`src/rtl/mips_pipeline_cpu.sv`:
```
// Five-stage MIPS-subset core (IF/ID/EX/MEM/WB) with Harvard program/data buses.
// Define FORWARDING_EN to forward EX/MEM and MEM/WB results into EX operands.
module mips_pipeline_cpu #(
    parameter logic [31:0] RESET_PC = 32'h0000_0000
) (
    input  logic        CLK,
    input  logic        reset,
    input  logic [31:0] Prog_BUS_READ,
    output logic [31:0] ADDR_Prog,
    output logic        CS_P,
    input  logic [31:0] Data_BUS_READ,
    output logic [31:0] ADDR,
    output logic [31:0] Data_BUS_WRITE,
    output logic        CS,
    output logic        WR_RD
);

    typedef enum logic [3:0] {
        OP_NOP, OP_ADD, OP_SUB, OP_AND, OP_OR, OP_SLT, OP_MUL,
        OP_ADDI, OP_LW, OP_SW, OP_BEQ, OP_J
    } op_t;

    logic [31:0] pc;
    logic [31:0] pc_plus4;

    logic [31:0] if_id_instr;
    logic [31:0] if_id_pc4;

    op_t         id_ex_op;
    logic [4:0]  id_ex_rs;
    logic [4:0]  id_ex_rt;
    logic [4:0]  id_ex_dest;
    logic        id_ex_reg_write;
    logic [31:0] id_ex_rs_val;
    logic [31:0] id_ex_rt_val;
    logic [31:0] id_ex_imm;
    logic [31:0] id_ex_pc4;

    logic [31:0] ex_mem_alu;
    logic [31:0] ex_mem_store_data;
    logic [4:0]  ex_mem_dest;
    logic        ex_mem_reg_write;
    logic        ex_mem_mem_read;
    logic        ex_mem_mem_write;

    logic [31:0] mem_wb_result;
    logic [4:0]  mem_wb_dest;
    logic        mem_wb_reg_write;
    logic [31:0] writeBack;

    logic [31:0] reg_file [0:31];

    // ID stage decode
    logic [5:0]  id_opcode;
    logic [5:0]  id_funct;
    logic [4:0]  id_rs;
    logic [4:0]  id_rt;
    logic [4:0]  id_rd;
    logic [31:0] id_imm;
    op_t         id_op;
    logic [4:0]  id_dest;
    logic        id_reg_write;
    logic [31:0] id_rs_val;
    logic [31:0] id_rt_val;
    logic        id_jump;
    logic [31:0] id_jump_target;
    logic [4:0]  unused_shamt;

    // EX stage
    logic [31:0] ex_a;
    logic [31:0] ex_b;
    logic [31:0] ex_alu;
    logic        ex_branch_taken;
    logic [31:0] ex_branch_target;

    assign pc_plus4  = pc + 32'd4;
    assign ADDR_Prog = pc;
    assign CS_P      = ~reset;

    assign id_opcode    = if_id_instr[31:26];
    assign id_rs        = if_id_instr[25:21];
    assign id_rt        = if_id_instr[20:16];
    assign id_rd        = if_id_instr[15:11];
    assign id_funct     = if_id_instr[5:0];
    assign id_imm       = {{16{if_id_instr[15]}}, if_id_instr[15:0]};
    assign unused_shamt = if_id_instr[10:6];

    always_comb begin
        id_op = OP_NOP;
        case (id_opcode)
            6'h00: begin
                case (id_funct)
                    6'h20:   id_op = OP_ADD;
                    6'h22:   id_op = OP_SUB;
                    6'h24:   id_op = OP_AND;
                    6'h25:   id_op = OP_OR;
                    6'h2A:   id_op = OP_SLT;
                    6'h18:   id_op = OP_MUL;
                    default: id_op = OP_NOP;
                endcase
            end
            6'h08:   id_op = OP_ADDI;
            6'h23:   id_op = OP_LW;
            6'h2B:   id_op = OP_SW;
            6'h04:   id_op = OP_BEQ;
            6'h02:   id_op = OP_J;
            default: id_op = OP_NOP;
        endcase
    end

    always_comb begin
        id_dest = 5'd0;
        case (id_op)
            OP_ADD, OP_SUB, OP_AND, OP_OR, OP_SLT, OP_MUL: id_dest = id_rd;
            OP_ADDI, OP_LW:                                id_dest = id_rt;
            default:                                       id_dest = 5'd0;
        endcase
    end

    assign id_reg_write   = (id_dest != 5'd0);
    assign id_jump        = (id_op == OP_J);
    assign id_jump_target = {if_id_pc4[31:28], if_id_instr[25:0], 2'b00};

    // Write-first: a same-cycle WB write to the register being read wins
    always_comb begin
        id_rs_val = reg_file[id_rs];
        id_rt_val = reg_file[id_rt];
        if (mem_wb_reg_write && (mem_wb_dest == id_rs))
            id_rs_val = writeBack;
        if (mem_wb_reg_write && (mem_wb_dest == id_rt))
            id_rt_val = writeBack;
        if (id_rs == 5'd0)
            id_rs_val = 32'h0;
        if (id_rt == 5'd0)
            id_rt_val = 32'h0;
    end

`ifdef FORWARDING_EN
    always_comb begin
        ex_a = id_ex_rs_val;
        ex_b = id_ex_rt_val;
        if (ex_mem_reg_write && (ex_mem_dest != 5'd0) && (ex_mem_dest == id_ex_rs))
            ex_a = ex_mem_alu;
        else if (mem_wb_reg_write && (mem_wb_dest != 5'd0) && (mem_wb_dest == id_ex_rs))
            ex_a = writeBack;
        if (ex_mem_reg_write && (ex_mem_dest != 5'd0) && (ex_mem_dest == id_ex_rt))
            ex_b = ex_mem_alu;
        else if (mem_wb_reg_write && (mem_wb_dest != 5'd0) && (mem_wb_dest == id_ex_rt))
            ex_b = writeBack;
    end
`else
    logic [9:0] unused_fwd_regs;
    assign unused_fwd_regs = {id_ex_rs, id_ex_rt};
    assign ex_a = id_ex_rs_val;
    assign ex_b = id_ex_rt_val;
`endif

    always_comb begin
        ex_alu = 32'h0;
        case (id_ex_op)
            OP_ADD:                 ex_alu = ex_a + ex_b;
            OP_SUB:                 ex_alu = ex_a - ex_b;
            OP_AND:                 ex_alu = ex_a & ex_b;
            OP_OR:                  ex_alu = ex_a | ex_b;
            OP_SLT:                 ex_alu = {31'h0, $signed(ex_a) < $signed(ex_b)};
            OP_MUL:                 ex_alu = {16'h0, ex_a[15:0]} * {16'h0, ex_b[15:0]};
            OP_ADDI, OP_LW, OP_SW:  ex_alu = ex_a + id_ex_imm;
            default:                ex_alu = 32'h0;
        endcase
    end

    assign ex_branch_taken  = (id_ex_op == OP_BEQ) && (ex_a == ex_b);
    assign ex_branch_target = id_ex_pc4 + {id_ex_imm[29:0], 2'b00};

    // A taken BEQ in EX outranks a J in ID; both squash the fetch slot
    always_ff @(posedge CLK or posedge reset) begin
        if (reset) begin
            pc          <= RESET_PC;
            if_id_instr <= 32'h0;
            if_id_pc4   <= 32'h0;
        end else begin
            if (ex_branch_taken)
                pc <= ex_branch_target;
            else if (id_jump)
                pc <= id_jump_target;
            else
                pc <= pc_plus4;
            if_id_instr <= (ex_branch_taken || id_jump) ? 32'h0 : Prog_BUS_READ;
            if_id_pc4   <= pc_plus4;
        end
    end

    always_ff @(posedge CLK or posedge reset) begin
        if (reset) begin
            id_ex_op        <= OP_NOP;
            id_ex_rs        <= 5'd0;
            id_ex_rt        <= 5'd0;
            id_ex_dest      <= 5'd0;
            id_ex_reg_write <= 1'b0;
            id_ex_rs_val    <= 32'h0;
            id_ex_rt_val    <= 32'h0;
            id_ex_imm       <= 32'h0;
            id_ex_pc4       <= 32'h0;
        end else if (ex_branch_taken) begin
            id_ex_op        <= OP_NOP;
            id_ex_rs        <= 5'd0;
            id_ex_rt        <= 5'd0;
            id_ex_dest      <= 5'd0;
            id_ex_reg_write <= 1'b0;
            id_ex_rs_val    <= 32'h0;
            id_ex_rt_val    <= 32'h0;
            id_ex_imm       <= 32'h0;
            id_ex_pc4       <= 32'h0;
        end else begin
            id_ex_op        <= id_op;
            id_ex_rs        <= id_rs;
            id_ex_rt        <= id_rt;
            id_ex_dest      <= id_dest;
            id_ex_reg_write <= id_reg_write;
            id_ex_rs_val    <= id_rs_val;
            id_ex_rt_val    <= id_rt_val;
            id_ex_imm       <= id_imm;
            id_ex_pc4       <= if_id_pc4;
        end
    end

    always_ff @(posedge CLK or posedge reset) begin
        if (reset) begin
            ex_mem_alu        <= 32'h0;
            ex_mem_store_data <= 32'h0;
            ex_mem_dest       <= 5'd0;
            ex_mem_reg_write  <= 1'b0;
            ex_mem_mem_read   <= 1'b0;
            ex_mem_mem_write  <= 1'b0;
            mem_wb_result     <= 32'h0;
            mem_wb_dest       <= 5'd0;
            mem_wb_reg_write  <= 1'b0;
        end else begin
            ex_mem_alu        <= ex_alu;
            ex_mem_store_data <= ex_b;
            ex_mem_dest       <= id_ex_dest;
            ex_mem_reg_write  <= id_ex_reg_write;
            ex_mem_mem_read   <= (id_ex_op == OP_LW);
            ex_mem_mem_write  <= (id_ex_op == OP_SW);
            mem_wb_result     <= ex_mem_mem_read ? Data_BUS_READ : ex_mem_alu;
            mem_wb_dest       <= ex_mem_dest;
            mem_wb_reg_write  <= ex_mem_reg_write;
        end
    end

    assign writeBack = mem_wb_result;

    always_ff @(posedge CLK or posedge reset) begin
        if (reset) begin
            for (int i = 0; i < 32; i++)
                reg_file[i] <= 32'h0;
        end else if (mem_wb_reg_write && (mem_wb_dest != 5'd0)) begin
            reg_file[mem_wb_dest] <= writeBack;
        end
    end

    assign ADDR           = ex_mem_alu;
    assign Data_BUS_WRITE = ex_mem_store_data;
    assign CS             = ex_mem_mem_read | ex_mem_mem_write;
    assign WR_RD          = ex_mem_mem_write;

endmodule

```
`config.mk`:
```
export PLATFORM = sky130hd
export DESIGN_NAME = mips_pipeline_cpu
export DESIGN_NICKNAME = d
export VERILOG_FILES = /design/src/rtl/mips_pipeline_cpu.sv
export SDC_FILE = /design/constraint.sdc
export NUM_CORES = 2
export LEC_CHECK = 0
export BUFFER_PORTS_ARGS = -buffer_cell sky130_fd_sc_hd__buf_2
export CAP_MARGIN = 30
export CORE_MARGIN = 2
export CORE_UTILIZATION = 30
export CTS_CLUSTER_DIAMETER = 40
export DETAILED_ROUTE_END_ITERATION = 10
export HOLD_SLACK_MARGIN = 0.12
export SYNTH_ARGS = -nofsm -noshare
export SYNTH_HDL_FRONTEND = slang
export SYNTH_SLANG_ARGS = --single-unit
export TNS_END_PERCENT = 100
```
`constraint.sdc`:
```
create_clock -name CLK -period 39.8 [get_ports CLK]
set_input_delay 3.98 -clock CLK [delete_from_list [all_inputs] [get_ports CLK]]
set_output_delay 3.98 -clock CLK [all_outputs]
set_load 0.005 [all_outputs]
```
=== Word level (Yosys, flattened, before mapping) ===
Cells that the tools add are included.

* $add $sub $neg: 5
* Multiply operators: 1
* $lt $le $gt $ge: 5
* Equality and inequality tests: 33
* Multiplexer cells: 28
* Bitwise logic cells: 7
* Reductions and logical operators: 14

{| class="wikitable"
|+ Operators with widths
! kind !! count
|-
| $bwmux 1024 || 1
|-
| $mux 32 || 17
|-
| $bmux 32 s5 || 2
|-
| $pmux 32 s7 || 1
|-
| $demux 32 s5 || 1
|-
| $add 32x32->32 || 3
|-
| $eq 6x6->1 const B || 7
|-
| $add 32x3->32 const B || 1
|-
| $and 32x32->32 || 1
|-
| $eq 32x32->1 || 1
|-
| $eq 4x3->1 const B || 8
|-
| $lt 32x32->1 || 1
|-
| $mul 16x16->32 || 1
|-
| $or 32x32->32 || 1
|-
| $sub 32x32->32 || 1
|-
| $pmux 4 s6 || 1
|-
| $eq 4x4->1 const B || 5
|-
| $ge 6x6->1 const B || 3
|-
| $not 5->6 || 3
|-
| $pmux 3 s6 || 1
|-
| $eq 4x2->1 const B || 4
|-
| $eq 5x5->1 || 2
|-
| $logic_not 5->1 || 2
|-
| $pmux 5 s2 || 1
|-
| other kinds (18) || 24
|}

* Register bits: 1,368
* Input bits: 66
* Logic and storage cells: 144

=== Longest topological paths before layout ===
* Word-level depth: 8
* Mapped depth: 24
* Depth with buffers taken out: 24

=== Least setup slack after synthesis ===
No wires, ideal clock.

* Path type: input-to-output
* Start: input port reset
* End: output port CS_P
* Data arrival time: 31.696 ns
* Setup slack: 4.124 ns
* Stages: 1
* Buffers on the path: 0
* Path through: inv_1

* Word-level cells in the longest chain between the ends: 1

{| class="wikitable"
|+ Ends and longest elaborated chain
! item !! RTL line !! RTL
|-
| start, declared || 7 || <nowiki>input logic reset,</nowiki>
|-
| $not 1->1 || 78 || <nowiki>assign CS_P = ~reset;</nowiki>
|-
| end, declared || 10 || <nowiki>output logic CS_P,</nowiki>
|}

Every way passes these cells.

=== Worst setup path after layout ===
Ends and elaborated chain as after synthesis.

==> flow_summary_export.csv <==
group,metric,value,unit
detailed_routing,vias,52722,
timing,hold_viol,0,
grt,grtUsageTotal,0.186,
floorplanning,die_w,521,µm
synthesis,async_flop_share,1.00,
worst_setup_path,ff2ff_path_depth,22,
placement,hpwl,162000,µm
timing,hold_ws,334,ps
detailed_routing,drt_iter0_drc,4834,
cts,cts_resized,0,
timing,rsz0062_at_grt,"false",
timing,worst_slew_pin_slew,1100,ps
pwr,p_leak,42.8,nW
cts,cts_buffers,195,
floorplanning,die_h,521,µm
timing,clock_skew,52.6,ps
synthesis,yosysMostFrequentCell,"dfrtp_1",
worst_setup_path,cp-end-kind,"output pin",
pwr,ir_worst_vdd,34.1,µV
synthesis,synth_top_area_share,0.422,
placement,finalWeightedCongestion,0.949,
timing,tns,0,ps
pwr,power,3.89,mW
floorplanning,start_util,0.302,
detailed_routing,wl,253000,µm
synthesis,ys.flop_type,"dfrtp_1",
cts,insertion_delay,850,ps
placement,placed_area,85400,µm²
synthesis,netlist_area,80200,µm²
cts,cts.sinks,1352,
detailed_routing,first_pass_iters,5,
detailed_routing,drc,0,
synthesis,ys_types,90,
timing,finalSetupViolCount,0,
pwr,powerDensity,41.9,nW/µm²
timing,setup_ws,30910,ps
placement,placed_cells,9313,
run,max-cap-violations,0,
synthesis,synth_edf_count,0,
worst_hold_path,hold_depth,0,
grt,grt_max_degree,153,
worst_hold_path,holdCritPathClass,"reg -> reg",
synthesis,synth_commonest_cells,"dfrtp_1, mux2_2, mux4_2, clkbuf_1, inv_1",
worst_setup_path,arrival,4910,ps
cts,cts_hold_buf,0,
cts,clock-root-buffer,"clkbuf_16",
grt,first_global_vias,55177,
layout,nNetsFinal,6510,
layout,final_cells,9695,
synthesis,avgSynthCellArea,13.5,µm²
worst_setup_path,required,35820,ps
layout,drive_gt1_frac,0.394,
timing,period_share,0.223,
grt,antenna_found_initial,14,
placement,place_ws,30760,ps
synthesis,synth_top_cell_by_area,"dfrtp_1",
timing,slew_viol_final,0,
synthesis,synthTopCellsByArea,"dfrtp_1, mux4_2, mux2_2",
floorplanning,fp.coreArea,266000,µm²
layout,stdcell_area,92800,µm²
placement,io_buffers,164,
synthesis,ys.warnings.count,0,
synthesis,synth_fp_nets,6485,
status,status,"finished clean",
grt,grt_overflow_total,0,
cts,clk_path_buf_depth,3,
detailed_routing,avgViaCountPerCell,5.44,
worst_setup_path,worstSetupStartpointType,"primary input",
cts,cts_tree,"done",
cts,htreeDepth,4,
timing,max_slew_margin,0.266,
detailed_routing,wl_per_cell,26.1,µm
floorplanning,dieArea,271000,µm²
floorplanning,row_count,189,
floorplanning,num_io_pins,165,
synthesis,postSynthCellCount,5961,
worst_setup_path,worstSetupPathType,"in -> out",
grt,grt_pass1_wl,375000,µm
synthesis,synth-seq-cells,1352,
timing,fmax,113,MHz
worst_setup_path,crit_fanout,3,
layout,area_growth,15.7,%
detailed_routing,ant_nets,0,
timing,period_needed,8890,ps
synthesis,yosysSeqAreaShare,0.422,
cts,clk_pin_slew_worst_paths,60,ps
cts,cts_setup_buffers,0,
layout,fin_util,0.349,
-- critical path, stage by stage --
cell and delay, ps:
buf_2 180, clkinvlp_4 420, buf_2 290
-- cell usage in the layout, fill, tap and decap left out, drive strengths merged, types with 59 or more instances in the layout --
master  count
dfrtp    1352
mux2     1025
mux4      640
inv       380
nor2      328
buf       320
ha        261
nand2     238
clkbuf    233
fa        197
o21ai     110
a21oi     104
xnor2      88
mux2i      84
a211oi     76
and2       60
a21o       59
-- cell type report --
class | instances | area, µm²
Inverter | 355 | 1340
Sequential cell | 1352 | 33900
Timing Repair Buffer | 320 | 2620
Tap cell | 3533 | 4420
Fill cell | 25437 | 173000
Clock buffer | 233 | 5240
Multi-Input combinational cell | 3762 | 43400
Clock inverter | 135 | 1940
Antenna cell | 5 | 12.5
-- path summary, 6_finish.rpt --
| check | startpoint | end | slack (ps) |
|---|---|---|---|
| max in group asynchronous | reset | reg_file[160]$_DFFE_PP0P_ | 33810 |
| min | id_ex_dest[1]$_DFF_PP0_ | ex_mem_dest[1]$_DFF_PP0_ | 330 |
| max reg2reg | ex_b[5]$_DFF_PP0_ | ADDR[29]$_DFF_PP0_ | 32390 |
| min in group asynchronous | reset | reg_file[326]$_DFFE_PP0P_ | 3710 |
| max | reset | CS_P | 30910 |
| min reg2reg | id_ex_dest[1]$_DFF_PP0_ | ex_mem_dest[1]$_DFF_PP0_ | 330 |
-- cell families (layout without fill, tap and decap cells) --
| kind of cell | after synthesis | after routing | share of synthesized area |
|---|---|---|---|
| AO/OA/AOI/OAI | 553 | 553 | 0.0486 |
| XOR/XNOR | 137 | 137 | 0.0150 |
| adder cells (fa/ha/maj) | 458 | 458 | 0.0899 |
| buffers and inverters | 847 | 1043 | 0.0402 |
| flip-flops | 1352 | 1352 | 0.422 |
| multiplexers | 1749 | 1749 | 0.334 |
| other | 0 | 5 | 0 |
| AND/OR/NAND/NOR | 865 | 865 | 0.0501 |
-- layer usage --
layer,track usage,vias to the layer above,part of all wire
met2,0.298,2144,0.47
met5,0,-,0
met1,0.244,28123,0.41
met4,0.0853,0,0.050
met3,0.0331,515,0.071
li1,-,21940,-
-- report_power, final --
group	total, mW	internal [mW]	switching (mW)	leakage, nW
Sequential	1.51	1.44	0.0693	18.6
Clock	1.88	1.16	0.715	3.44
Combinational	0.499	0.215	0.284	20.7
Total	3.89	2.82	1.07	42.8
-- flip-flops by register name (all words and copies together) (netlist names) --
name              flops
reg_file           1024
ADDR                 32
ADDR_Prog            32
Data_BUS_WRITE       32
ex_a                 32
ex_b                 32
id_ex_pc4            32
if_id_instr          32
if_id_pc4            32
mem_wb_result        32
id_ex_imm            16
ex_mem_dest           5
id_ex_dest            5
mem_wb_dest           5
id_ex_op              4
WR_RD                 1
ex_mem_mem_read       1
ex_mem_reg_write      1
id_ex_reg_write       1
mem_wb_reg_write      1
Power figures use the tool's default switching activity.
